### src/rtl/afe_spi_responder_pkg.sv
// Shared definitions for the AFE SPI responder.
//   - State encodings for the frame FSM (IDLE / SHIFT / LATCH).
//   - Default word width.
//   - Width helpers for the bit counter and the SHIFT timeout counter.
package afe_spi_responder_pkg;

  localparam int unsigned DEFAULT_WORD_WIDTH = 24;

  typedef logic [1:0] state_t;

  localparam state_t ST_IDLE  = 2'd0;
  localparam state_t ST_SHIFT = 2'd1;
  localparam state_t ST_LATCH = 2'd2;

  // The bit counter saturates at word_width+1, so it needs to hold 0..word_width+1.
  function automatic int unsigned bit_count_w(input int unsigned word_width);
    return $clog2(word_width + 2);
  endfunction

  // The timeout counter runs 0..timeout-1; keep at least one bit when disabled.
  function automatic int unsigned timeout_cnt_w(input int unsigned timeout);
    return (timeout < 2) ? 1 : $clog2(timeout + 1);
  endfunction

endpackage

### src/rtl/afe_spi_responder_sync_edge_detect.sv
// Synchroniser plus registered edge detector for one asynchronous input.
// Ports:
//   clk_i    system clock
//   rst_n_i  synchronous active-low reset
//   async_i  asynchronous input pin
//   level_o  synchronised level, aligned with rise_o/fall_o
//   rise_o   one-cycle pulse on a synchronised 0->1 transition
//   fall_o   one-cycle pulse on a synchronised 1->0 transition
module afe_spi_responder_sync_edge_detect #(
  parameter int unsigned SYNC_STAGES = 3,
  parameter logic        RESET_VAL   = 1'b0
) (
  input  logic clk_i,
  input  logic rst_n_i,
  input  logic async_i,
  output logic level_o,
  output logic rise_o,
  output logic fall_o
);

  logic [SYNC_STAGES-1:0] sync_q;
  logic                   rise_q;
  logic                   fall_q;

  // Edges compare the last two synchroniser stages and are registered, so
  // after the update sync_q[SYNC_STAGES-1] already holds the post-edge level.
  always_ff @(posedge clk_i) begin
    if (!rst_n_i) begin
      sync_q <= {SYNC_STAGES{RESET_VAL}};
      rise_q <= 1'b0;
      fall_q <= 1'b0;
    end else begin
      sync_q <= {sync_q[SYNC_STAGES-2:0], async_i};
      rise_q <= sync_q[SYNC_STAGES-2] & ~sync_q[SYNC_STAGES-1];
      fall_q <= ~sync_q[SYNC_STAGES-2] & sync_q[SYNC_STAGES-1];
    end
  end

  assign level_o = sync_q[SYNC_STAGES-1];
  assign rise_o  = rise_q;
  assign fall_o  = fall_q;

endmodule

### src/rtl/afe_spi_responder.sv
// SPI-style responder for the AFE attenuator link (CLK/SDI/LE). Oversamples the
// asynchronous pins in the sysClk domain, deserialises MSB-first frames, latches
// the word on LE rise and flags bad bit counts or a stalled clock.
// Optional feature macro: AFE_SPI_RESPONDER_READBACK_EN (shift previous good
// word out on spiSdo during each frame); when undefined spiSdo is tied low.
// Ports:
//   sysClk      system clock          sysReset_n  sync active-low reset
//   spiClk      async serial clock    spiSdi      async serial data
//   spiLe       async latch enable (low = frame active)
//   spiSdo      readback data         wordData    last correctly framed word
//   wordValid   strobe, new wordData  frameError  strobe, bad count or timeout
//   busy        high while in SHIFT   frameCount  good-frame count (wraps)
module afe_spi_responder
  import afe_spi_responder_pkg::*;
#(
  parameter int unsigned WORD_WIDTH     = DEFAULT_WORD_WIDTH,
  parameter int unsigned SYNC_STAGES    = 3,
  parameter int unsigned TIMEOUT_CYCLES = 4096
) (
  input  logic                  sysClk,
  input  logic                  sysReset_n,
  input  logic                  spiClk,
  input  logic                  spiSdi,
  input  logic                  spiLe,
  output logic                  spiSdo,
  output logic [WORD_WIDTH-1:0] wordData,
  output logic                  wordValid,
  output logic                  frameError,
  output logic                  busy,
  output logic [15:0]           frameCount
);

  localparam int unsigned    CW       = bit_count_w(WORD_WIDTH);
  localparam int unsigned    TW       = timeout_cnt_w(TIMEOUT_CYCLES);
  localparam logic [CW-1:0]  FULL_CNT = CW'(WORD_WIDTH);
  localparam logic [CW-1:0]  SAT_CNT  = CW'(WORD_WIDTH + 1);
  localparam logic [TW-1:0]  TMO_LAST = TW'((TIMEOUT_CYCLES == 0) ? 0 : TIMEOUT_CYCLES - 1);
  localparam bit             TMO_EN   = (TIMEOUT_CYCLES != 0);

  logic clk_lvl, clk_rise, clk_fall;
  logic sdi_lvl, sdi_rise, sdi_fall;
  logic le_lvl,  le_rise,  le_fall;

  afe_spi_responder_sync_edge_detect #(.SYNC_STAGES(SYNC_STAGES), .RESET_VAL(1'b0)) u_sync_clk (
    .clk_i(sysClk), .rst_n_i(sysReset_n), .async_i(spiClk),
    .level_o(clk_lvl), .rise_o(clk_rise), .fall_o(clk_fall)
  );

  afe_spi_responder_sync_edge_detect #(.SYNC_STAGES(SYNC_STAGES), .RESET_VAL(1'b0)) u_sync_sdi (
    .clk_i(sysClk), .rst_n_i(sysReset_n), .async_i(spiSdi),
    .level_o(sdi_lvl), .rise_o(sdi_rise), .fall_o(sdi_fall)
  );

  // LE idles high, so its synchroniser resets high to avoid a false frame start.
  afe_spi_responder_sync_edge_detect #(.SYNC_STAGES(SYNC_STAGES), .RESET_VAL(1'b1)) u_sync_le (
    .clk_i(sysClk), .rst_n_i(sysReset_n), .async_i(spiLe),
    .level_o(le_lvl), .rise_o(le_rise), .fall_o(le_fall)
  );

  state_t                state_q, state_d;
  logic [CW-1:0]         cnt_q, cnt_d;
  logic [WORD_WIDTH-1:0] shift_q, shift_d;
  logic [TW-1:0]         tmo_q, tmo_d;
  logic [WORD_WIDTH-1:0] word_q, word_d;
  logic                  valid_q, valid_d;
  logic                  err_q, err_d;
  logic [15:0]           fcnt_q, fcnt_d;
  logic                  pend_q, pend_d;
  logic                  enter;

  always_comb begin
    state_d = state_q;
    cnt_d   = cnt_q;
    shift_d = shift_q;
    tmo_d   = tmo_q;
    word_d  = word_q;
    valid_d = 1'b0;
    err_d   = 1'b0;
    fcnt_d  = fcnt_q;
    pend_d  = 1'b0;
    enter   = 1'b0;
    case (state_q)
      ST_IDLE: begin
        // pend_q carries an LE fall that arrived while the FSM sat in LATCH.
        if (le_fall || pend_q) begin
          state_d = ST_SHIFT;
          cnt_d   = '0;
          tmo_d   = '0;
          enter   = 1'b1;
        end
      end
      ST_SHIFT: begin
        // LE rise has priority over a coincident CLK rise: that bit is dropped.
        if (le_rise) begin
          state_d = ST_LATCH;
        end else if (clk_rise) begin
          shift_d = {shift_q[WORD_WIDTH-2:0], sdi_lvl};
          if (cnt_q != SAT_CNT) cnt_d = cnt_q + 1'b1;
          tmo_d = '0;
        end else if (TMO_EN && (tmo_q == TMO_LAST)) begin
          err_d   = 1'b1;
          cnt_d   = '0;
          state_d = ST_IDLE;
        end else begin
          tmo_d = tmo_q + 1'b1;
        end
      end
      ST_LATCH: begin
        state_d = ST_IDLE;
        pend_d  = le_fall;
        if (cnt_q == FULL_CNT) begin
          word_d  = shift_q;
          valid_d = 1'b1;
          fcnt_d  = fcnt_q + 16'd1;
        end else begin
          err_d = 1'b1;
        end
      end
      default: state_d = ST_IDLE;
    endcase
  end

  always_ff @(posedge sysClk) begin
    if (!sysReset_n) begin
      state_q <= ST_IDLE;
      cnt_q   <= '0;
      shift_q <= '0;
      tmo_q   <= '0;
      word_q  <= '0;
      valid_q <= 1'b0;
      err_q   <= 1'b0;
      fcnt_q  <= '0;
      pend_q  <= 1'b0;
    end else begin
      state_q <= state_d;
      cnt_q   <= cnt_d;
      shift_q <= shift_d;
      tmo_q   <= tmo_d;
      word_q  <= word_d;
      valid_q <= valid_d;
      err_q   <= err_d;
      fcnt_q  <= fcnt_d;
      pend_q  <= pend_d;
    end
  end

`ifdef AFE_SPI_RESPONDER_READBACK_EN
  logic [WORD_WIDTH-1:0] rb_q, rb_d;
  logic                  sdo_q, sdo_d;

  // MSB is presented at frame start; each CLK fall advances one bit, and
  // zeros fill in behind the LSB. Outside SHIFT the pin is held low.
  always_comb begin
    rb_d  = rb_q;
    sdo_d = 1'b0;
    if (enter) begin
      sdo_d = word_q[WORD_WIDTH-1];
      rb_d  = {word_q[WORD_WIDTH-2:0], 1'b0};
    end else if ((state_q == ST_SHIFT) && (state_d == ST_SHIFT)) begin
      sdo_d = sdo_q;
      if (clk_fall) begin
        sdo_d = rb_q[WORD_WIDTH-1];
        rb_d  = {rb_q[WORD_WIDTH-2:0], 1'b0};
      end
    end
  end

  always_ff @(posedge sysClk) begin
    if (!sysReset_n) begin
      rb_q  <= '0;
      sdo_q <= 1'b0;
    end else begin
      rb_q  <= rb_d;
      sdo_q <= sdo_d;
    end
  end

  assign spiSdo = sdo_q;
`else
  assign spiSdo = 1'b0;
`endif

  logic unused_sigs;
  assign unused_sigs = ^{clk_lvl, clk_fall, sdi_rise, sdi_fall, le_lvl, enter};

  assign wordData   = word_q;
  assign wordValid  = valid_q;
  assign frameError = err_q;
  assign busy       = (state_q == ST_SHIFT);
  assign frameCount = fcnt_q;

endmodule
### config.mk
export PLATFORM = sky130hd
export DESIGN_NAME = afe_spi_responder
export DESIGN_NICKNAME = d
export VERILOG_FILES = /design/src/rtl/afe_spi_responder_pkg.sv /design/src/rtl/afe_spi_responder_sync_edge_detect.sv /design/src/rtl/afe_spi_responder.sv
export SDC_FILE = /design/constraint.sdc
export NUM_CORES = 1
export LEC_CHECK = 0
export BUFFER_PORTS_ARGS = -buffer_cell sky130_fd_sc_hd__buf_4
export CORE_UTILIZATION = 61
export DETAILED_ROUTE_END_ITERATION = 10
export PLACE_DENSITY = 0.91
export SLEW_MARGIN = 10
export SYNTH_ARGS = -nofsm -noshare
export SYNTH_HDL_FRONTEND = slang
export SYNTH_SLANG_ARGS = --single-unit
### constraint.sdc
create_clock -name sysClk -period 5 [get_ports sysClk]
set_input_delay 0.5 -clock sysClk [delete_from_list [all_inputs] [get_ports sysClk]]
set_output_delay 0.5 -clock sysClk [all_outputs]
set_load 0.005 [all_outputs]
==> impl_metrics.json <==
{
  "status": "completed",
  "htreeDepth": 3,
  "p_leak_uw": 0.00167,
  "syn_area_per_cell_um2": 8.38,
  "clock-root-buffer": "clkbuf_8",
  "grt.total_usage": 0.261,
  "drv_slew": 0,
  "synthesis.nets": 516,
  "coreArea_mm2": 0.00649,
  "clock_latency_ps": 370,
  "rsz0062_at_grt": "no",
  "ios": 49,
  "drive_above_1_share": 0.144,
  "critPathLaunchType": "register",
  "overflow": 0,
  "drc": 0,
  "cts_tree": "yes",
  "tns_ps": 0,
  "syn_to_final_growth_pct": 11.7,
  "wire_per_inst_um": 15.0,
  "post_cts_buffers": 0,
  "port_buffers": 47,
  "path_clk_slew_ps": 90,
  "finalPower_uw": 1460,
  "cts.repair.resized": 0,
  "crit_path_end_kind": "register",
  "timing.fmax_mhz": 372,
  "fin_crit_sh": 0.538,
  "dieArea_mm2": 0.00723,
  "setup_slack_ps": 2310,
  "drt-initial-drc-count": 243,
  "maxCapViolations": 0,
  "hold_path.class": "input port to register",
  "vias": 3685,
  "ys_ff_latch": 99,
  "place_ws_ps": 2480,
  "peakVddDrop_mv": 0.250,
  "max_slew.worst_pin.slew_ps": 1070,
  "nNetsFinal": 543,
  "setup_viol": 0,
  "synth_edf_count": 0,
  "die_w_um": 85.0,
  "fin_area_mm2": 0.00470,
  "row_count": 29,
  "syn_inst": 502,
  "fin_crit_ps": 2690,
  "antenna_left": 0,
  "most-common-layout-cells": "nand2_1, dfxtp_1, a21oi_1, buf_4, nand3_1",
  "worst-setup-path-type": "register to register",
  "ys_seq_area_frac": 0.471,
  "required_ps": 5260,
  "async_reset_ff_frac": 0,
  "slew_headroom": 0.287,
  "p_per_area_mw_per_mm2": 310,
  "cp_data_arrival_time_ps": 2950,
  "wirelength_um": 9140,
  "synth.distinct_cells": 60,
  "start_util": 0.647,
  "place.gp.congestion": 0.897,
  "vias_per_cell": 6.04,
  "finalHoldViolCount": 0,
  "clock_skew_ps": 11.4,
  "path_max_fanout": 15,
  "diodes": 0,
  "cts_buffer_depth": 2,
  "fillCellCount": 480,
  "grt_antenna_before_repair": 0,
  "final_common_cell": "nand2_1",
  "first_pass_iters": 5,
  "grt_pass1_wl_um": 15100,
  "cts_sinks": 99,
  "cts_hold_buf": 0,
  "cts_buffers": 9,
  "fp.dieH_um": 85.0,
  "dpl_cell_area_mm2": 0.00451,
  "synth-main-ff-cell": "dfxtp_1",
  "yosys_warnings": 0,
  "grt_pass1_vias": 3396,
  "grt_max_degree": 80,
  "dp_hpwl_um": 5920,
  "syn_area_mm2": 0.00421
}
-- cells in the mapped netlist (4+ instances only) --
master	count	area [µm²]
o31ai_1	4	30.0
or4_1	10	75.1
buf_2	12	60.1
nand3_1	22	110
nand4_1	11	68.8
inv_1	12	45.0
and3_1	6	37.5
nand2_1	122	458
nand2b_1	6	37.5
clkbuf_1	13	48.8
nor3_1	5	25.0
xnor2_1	5	43.8
buf_4	5	37.5
and2_1	12	75.1
o21ai_0	5	25.0
o211ai_1	6	45.0
xor2_1	4	35.0
dfxtp_1	99	1980
ha_1	9	113
nor2_1	17	63.8
a21oi_1	60	300
a31oi_1	9	56.3
-- layout make-up --
cell class	instances	area (µm²)	area share
Sequential cell	99	1980	0.422
Multi-Input combinational cell	357	2010	0.429
Clock buffer	9	124	0.0264
Timing Repair Buffer	49	368	0.0783
Inverter	13	48.8	0.0104
Clock inverter	6	65.1	0.0139
Tap cell	77	96.3	0.0205
-- worst paths after layout --
path              slack [ps]  depth (start not counted)                              to                             from
hold reg to reg          390                          1    u_sync_clk.rise_o$_SDFF_PN0_  u_sync_clk.sync_q[2]$_SDFF_PN0_
setup / recovery        2310                          6           cnt_q[3]$_SDFFE_PN0P_          state_q[1]$_SDFFE_PN0P_
setup reg to reg        2310                          6           cnt_q[3]$_SDFFE_PN0P_          state_q[1]$_SDFFE_PN0P_
hold / removal           310                          2  u_sync_le.sync_q[0]$_SDFF_PN1_                            spiLe
-- cell families (layout without fill, tap and decap cells) --
kind of cell	Yosys count	count (layout)	share of synthesized area
flip-flops	99	99	0.471
AO/OA/AOI/OAI	103	103	0.150
AND/OR/NAND/NOR	232	232	0.274
other	1	1	0.000892
multiplexers	3	3	0.00714
XOR/XNOR	9	9	0.0187
buffers and inverters	46	77	0.0512
adder cells (fa/ha/maj)	9	9	0.0268
-- flip-flops by register name (all words and copies together), names as in the netlist --
name and flops:
cnt_q 5, shift_q 24, u_sync_clk.sync_q 3, pend_q 1, u_sync_le.fall_o 1, u_sync_le.sync_q 3
u_sync_clk.rise_o 1, state_q 2, wordData 24, wordValid 1, frameCount 16, frameError 1
u_sync_le.rise_o 1, tmo_q 13, u_sync_sdi.sync_q 3
-- stage by stage --
stage	hold WS, ps	utilization	instances
6_report	311	0.723	610
5_1_grt	311	0.723	610
4_1_cts	304	0.723	610
3_5_place_dp	377	0.694	595
3_3_place_gp	374	0.694	595
2_1_floorplan	367	-	502
-- power by group --
group	internal, µW	switching (µW)
clock	229	275
sequential	795	4.88
combinational	46.0	107
total	1070	387
-- worst max-delay path: stages, from the launching register on --
cell	delay (ps)
dfxtp_1	330
inv_1	130
ha_1	420
nor2b_1	900
o41ai_2	240
and3_4	270
a221oi_1	290
-- layer usage --
metal | routed length [µm] | global-route usage
met1 | 3860 | 0.310
met2 | 4630 | 0.446
met5 | 0 | 0
met4 | 182 | 0.117
met3 | 466 | 0.0661
(Power assumes the default switching activity.)
